<file path="src/rtl/booth_mul_seq_pkg.sv">
// Shared definitions for the sequential Booth multiplier: FSM state
// encodings, Booth operation codes and the recoding helper.
package booth_mul_seq_pkg;

    // Operand width; the downstream adder is fixed at 32 bits.
    localparam int MUL_WIDTH = 32;
    // Iteration counter width; 2**MUL_CNT_W must exceed MUL_WIDTH.
    localparam int MUL_CNT_W = 6;

    typedef enum logic [1:0] {
        S_IDLE = 2'd0,
        S_RUN  = 2'd1,
        S_DONE = 2'd2
    } state_t;

    typedef enum logic [1:0] {
        BOOTH_NOP = 2'd0,
        BOOTH_ADD = 2'd1,
        BOOTH_SUB = 2'd2
    } booth_op_t;

    // Radix-2 Booth recoding of the multiplier bit pair {Q[0], q_1}.
    function automatic booth_op_t booth_decode(input logic q0, input logic q_1);
        booth_op_t op;
        case ({q0, q_1})
            2'b01:   op = BOOTH_ADD;
            2'b10:   op = BOOTH_SUB;
            default: op = BOOTH_NOP;
        endcase
        return op;
    endfunction

endpackage

</file>
<file path="src/rtl/add.sv">
// 32-bit ripple-carry adder shared with the ALU; computes a + b + cin.
module add (
    input  logic [31:0] a,
    input  logic [31:0] b,
    input  logic        cin,
    output logic [31:0] sum,
    output logic        cout
);

    logic [32:0] carry;

    assign carry[0] = cin;

    // One full-adder cell per bit, carry rippling from bit 0 upwards.
    generate
        for (genvar gi = 0; gi < 32; gi++) begin : g_fa
            assign sum[gi]     = a[gi] ^ b[gi] ^ carry[gi];
            assign carry[gi+1] = (a[gi] & b[gi]) | (carry[gi] & (a[gi] ^ b[gi]));
        end
    endgenerate

    assign cout = carry[32];

endmodule

</file>
<file path="src/rtl/booth_mul_seq.sv">
// Sequential radix-2 Booth multiplier: signed 32x32 -> 64-bit product
// delivered on hi/lo, one Booth iteration per clock through a single
// shared ripple-carry adder.
module booth_mul_seq
    import booth_mul_seq_pkg::*;
#(
    parameter int WIDTH = MUL_WIDTH,   // only 32 works: the adder is fixed-width
    parameter int CNT_W = MUL_CNT_W
) (
    input  logic             clock,
    input  logic             reset_n,
    input  logic             start,
    input  logic [WIDTH-1:0] a,
    input  logic [WIDTH-1:0] b,
    output logic             busy,
    output logic             done,
    output logic [WIDTH-1:0] hi,
    output logic [WIDTH-1:0] lo
);

    // Architectural state
    state_t           state_q, state_d;
    logic [WIDTH-1:0] m_q,     m_d;       // latched multiplicand
    logic [WIDTH-1:0] acc_q,   acc_d;     // A: upper half of the running product
    logic [WIDTH-1:0] q_q,     q_d;       // Q: multiplier, shifting into the lower half
    logic             q1_q,    q1_d;      // bit shifted out of Q on the previous step
    logic [CNT_W-1:0] count_q, count_d;
    logic [WIDTH-1:0] hi_q,    hi_d;
    logic [WIDTH-1:0] lo_q,    lo_d;

    // Datapath for one iteration
    booth_op_t        op;
    logic [WIDTH-1:0] add_b;
    logic             add_cin;
    logic [WIDTH-1:0] add_sum;
    logic             add_cout_unused;
    logic [WIDTH-1:0] s_val;
    logic             ovf;
    logic             sgn;

    add u_add (
        .a    (acc_q),
        .b    (add_b),
        .cin  (add_cin),
        .sum  (add_sum),
        .cout (add_cout_unused)
    );

    // Operand select for the adder and the true sign of the partial sum.
    // The sign fed into the arithmetic shift is corrected for signed
    // overflow so that M = -2^31 still produces the right product.
    always_comb begin
        op      = booth_decode(q_q[0], q1_q);
        add_b   = m_q;
        add_cin = 1'b0;
        s_val   = acc_q;
        ovf     = 1'b0;
        sgn     = acc_q[WIDTH-1];
        case (op)
            BOOTH_ADD: begin
                add_b   = m_q;
                add_cin = 1'b0;
                s_val   = add_sum;
                ovf     = (acc_q[WIDTH-1] == m_q[WIDTH-1]) &&
                          (add_sum[WIDTH-1] != acc_q[WIDTH-1]);
                sgn     = add_sum[WIDTH-1] ^ ovf;
            end
            BOOTH_SUB: begin
                add_b   = ~m_q;
                add_cin = 1'b1;
                s_val   = add_sum;
                ovf     = (acc_q[WIDTH-1] == ~m_q[WIDTH-1]) &&
                          (add_sum[WIDTH-1] != acc_q[WIDTH-1]);
                sgn     = add_sum[WIDTH-1] ^ ovf;
            end
            default: begin
                s_val = acc_q;
                sgn   = acc_q[WIDTH-1];
            end
        endcase
    end

    // Next-state logic: load on start, iterate/shift in RUN, publish result.
    always_comb begin
        state_d = state_q;
        m_d     = m_q;
        acc_d   = acc_q;
        q_d     = q_q;
        q1_d    = q1_q;
        count_d = count_q;
        hi_d    = hi_q;
        lo_d    = lo_q;
        case (state_q)
            S_IDLE: begin
                if (start) begin
                    m_d     = a;
                    acc_d   = '0;
                    q_d     = b;
                    q1_d    = 1'b0;
                    count_d = CNT_W'(WIDTH);
                    state_d = S_RUN;
                end
            end
            S_RUN: begin
                // {A,Q,q_1} <= {sgn, S, Q} >> 1
                acc_d   = {sgn, s_val[WIDTH-1:1]};
                q_d     = {s_val[0], q_q[WIDTH-1:1]};
                q1_d    = q_q[0];
                count_d = count_q - CNT_W'(1);
                if (count_q == CNT_W'(1)) begin
                    hi_d    = acc_d;
                    lo_d    = q_d;
                    state_d = S_DONE;
                end
            end
            S_DONE: begin
                state_d = S_IDLE;
            end
            default: begin
                state_d = S_IDLE;
            end
        endcase
    end

    // State register with asynchronous clear of every flop.
    always_ff @(posedge clock or negedge reset_n) begin
        if (!reset_n) begin
            state_q <= S_IDLE;
            m_q     <= '0;
            acc_q   <= '0;
            q_q     <= '0;
            q1_q    <= 1'b0;
            count_q <= '0;
            hi_q    <= '0;
            lo_q    <= '0;
        end else begin
            state_q <= state_d;
            m_q     <= m_d;
            acc_q   <= acc_d;
            q_q     <= q_d;
            q1_q    <= q1_d;
            count_q <= count_d;
            hi_q    <= hi_d;
            lo_q    <= lo_d;
        end
    end

    assign busy = (state_q != S_IDLE);
    assign done = (state_q == S_DONE);
    assign hi   = hi_q;
    assign lo   = lo_q;

endmodule

</file>
<file path="config.mk">
export PLATFORM = sky130hd
export DESIGN_NAME = booth_mul_seq
export DESIGN_NICKNAME = d
export VERILOG_FILES = /design/src/rtl/booth_mul_seq_pkg.sv /design/src/rtl/add.sv /design/src/rtl/booth_mul_seq.sv
export SDC_FILE = /design/constraint.sdc
export NUM_CORES = 1
export LEC_CHECK = 0
export ABC_AREA = 1
export CORE_ASPECT_RATIO = 2
export CORE_MARGIN = 4
export CORE_UTILIZATION = 50
export CTS_BUF_LIST = sky130_fd_sc_hd__clkbuf_8
export DETAILED_ROUTE_END_ITERATION = 10
export HOLD_SLACK_MARGIN = 0.08
export PLACE_DENSITY = 0.79
export SLEW_MARGIN = 20
export SYNTH_ARGS = -nofsm -noshare
export SYNTH_HDL_FRONTEND = slang
export SYNTH_SLANG_ARGS = --single-unit
</file>
<file path="constraint.sdc">
create_clock -name clock -period 12.35 [get_ports clock]
set_input_delay 1.235 -clock clock [delete_from_list [all_inputs] [get_ports clock]]
set_output_delay 1.235 -clock clock [all_outputs]
set_load 0.01 [all_outputs]
</file>
==> impl_metrics.toml <==
[yosys]
ys.flop_type = "dfrtp_1"
syn_inst = 922
synthTopCellsByCount = "467 x nand2_1, 169 x dfrtp_1, 61 x o21ai_0"
netlist_area_um2 = 8009
yosysSeqAreaShare = 0.5280
async_flop_share = 1.000
yosysUniqueCellTypes = 24
synth_seq_cells = 169
synth_warnings = 0
syn_nets = 1023
synth_top_area_share = 0.5280
synth.avg_cell_area_um2 = 8.686
yosys.area.top_type = "dfrtp_1"
synth-edff-count = 0
synth.area.top_cells = "dfrtp_1 53%, nand2_1 22%, fa_1 7.7%, o21ai_0 3.8%, xnor2_1 3.2%"
yosys.cell_count.top_type = "nand2_1"

[cts]
cts_buffers = 17
clock_path_buffers = 2
cts_root_buffer = "clkbuf_8"
clk_latency_ps = 460
cts_tree = "built"
cts_hold_buf = 0
clkTransAtPathRegs_ps = 90
h-tree-depth = 4
clock_sinks = 169

[final_layout]
drive_above_1_share = 0.07832
n_fill_cell = 1327
syn2layout_area_growth_pct = 23.37
regArea_um2 = 4229
num_antenna_cells = 0
final_cell_area_um2 = 9881
multi_input_comb_area_um2 = 3440
nNetsFinal = 1136

[flow_run]
max_cap_viol_count = 0

[worst_setup_path]
cp.arrival_ps = 12320
crit_required_ps = 12700
cp_common_cell = "fa_2"
slowest_stage = "dfrtp_1"
critical_path_class = "flop to flop"
cp_max_fo = 4
max_stage_delay_ps = 420
worstSetupEndpointType = "flop"
startpoint_type = "flop"

[power_and_ir_drop]
ir_drop_uv = 126.9
total_power_uw = 2833
p_leak_uw = 0.004562
power_density_nw_per_um2 = 286.7

[timing]
rsz0062_at_grt = "no"
fin_skew_ps = 15.32
fin_ws_ps = 377.6
post-route-period-util = 0.9694
relSlewSlack = 0.3940
worst_slew_pin_slew_ps = 908.0
hold_viol_final = 0
period_minus_slack_ps = 11970
slew_violations = 0
max_freq_ghz = 0.08353
setup_viol = 0

[global_routing]
grt_pass1_vias = 6582
antenna_found_initial = 0
overflow = 0
grt_max_degree = 92
grt_usage = 0.2105
grt_pass1_wl_um = 31110

[worst_hold_path]
hold_class = "flop to flop"

[placed_design]
place_area_um2 = 9427
gp_congestion = 0.8313
place_ws_ps = -247.4
hpwl_um = 12160
numPortBuffers = 132

[drt]
drtIter0Drc = 315
finalWirelength_um = 18260
vias = 6143
avgRoutedWirePerCell_um = 14.63
dr.pass1.iters = 5
ant_nets = 0
drc = 0
routed_via_density = 4.922

[floorplan]
core_um2 = 15780
num_rows = 65
die_y_um = 187.0
die_width_um = 97.49
io_pins = 133
die-area_um2 = 18230
start_util = 0.5076

[outcome]
outcome = "completed"
-- cell families (layout without fill, tap and decap cells) --
group,Yosys count,count (layout),synth area share
AO/OA/AOI/OAI,69,69,0.04374
XOR/XNOR,31,31,0.03390
adder cells (fa/ha/maj),34,34,0.08218
buffers and inverters,94,219,0.05405
flip-flops,169,169,0.5280
AND/OR/NAND/NOR,525,525,0.2581
-- worst max-delay path, delay by kind of cell (launching register included) --
kind / cells / cell delay (ps)
flops: 1 / 420
xor+xnor: 1 / 140
buf+inv: 3 / 190
simple gates: 4 / 280
fa+ha+maj: 32 / 10840
-- cell type report --
class                           instances  area share
Inverter                               47     0.01798
Clock inverter                         12     0.01292
Sequential cell                       169      0.4280
Tap cell                              201     0.02545
Timing Repair Buffer                  141      0.1411
Clock buffer                           19     0.02647
Multi-Input combinational cell        659      0.3481
-- what timing repair did --
item	4_1_cts	5_1_grt
gates cloned	0	0
setup endpoints to repair	4	6
gates resized for setup	11	7
pin swaps	4	4
buffers inserted	1	0
-- routing by layer --
layer,routed length (um),GRT usage,vias up
li1,-,-,3044
met1,7093,0.2357,2960
met2,10240,0.3945,117
met3,577,0.03098,22
met4,347,0.08320,0
met5,0,0,-
-- final timing paths --
path	startpoint	endpoint	slack (ps)	cells past startpoint
hold reg to reg	lo[17]	lo[17]	480	2
setup reg to reg	q_q[0]	acc_q[30]	380	40
max in group asynchronous	reset_n	q_q[5]	10300	2
min in group asynchronous	reset_n	hi[12]	830	1
setup / recovery	q_q[0]	acc_q[30]	380	40
hold / removal	lo[17]	lo[17]	480	2
-- flip-flops by register name, indices dropped and copies added (netlist names) --
| name | count |
|---|---|
| count_q | 6 |
| state_q | 2 |
| hi | 32 |
| m_q | 32 |
| lo | 32 |
| q_q | 32 |
| q1_q | 1 |
| acc_q | 32 |
-- placed cells by master (no fill, tap or decap), types with 2 or more instances in the layout --
| cell type | n |
|---|---|
| nand2_1 | 466 |
| dfrtp_1 | 169 |
| clkdlybuf4s50_1 | 131 |
| o21ai_0 | 60 |
| inv_1 | 43 |
| nand3_1 | 38 |
| xnor2_1 | 28 |
| fa_2 | 28 |
| clkbuf_8 | 19 |
| nor2_1 | 10 |
| buf_4 | 8 |
| inv_2 | 4 |
| clkinv_2 | 4 |
| o22ai_1 | 4 |
| nand3b_1 | 4 |
| o21ai_1 | 3 |
| nand2_2 | 3 |
| fa_1 | 3 |
| clkinvlp_4 | 3 |
| clkinv_4 | 3 |
| xor2_1 | 2 |
| a21oi_1 | 2 |
| ha_1 | 2 |
| bufinv_16 | 2 |
| buf_6 | 2 |
-- power by group --
part	switching, uW	internal (uW)
combinational	837	642
sequential	161	804
clock	201	188
-- through the flow --
step                      hold WS, ps    util  TNS [ps]  std cells
final                           483.5  0.6262         0       1248
after global routing            505.7  0.6262         0       1248
after CTS                       490.1  0.6247         0       1248
after detailed placement        466.6  0.5975    -517.6       1216
after global placement          460.8  0.5975    -48.01       1216
after floorplan                 464.1       -         0        922
Note: power is estimated with default switching activity, not from simulation.
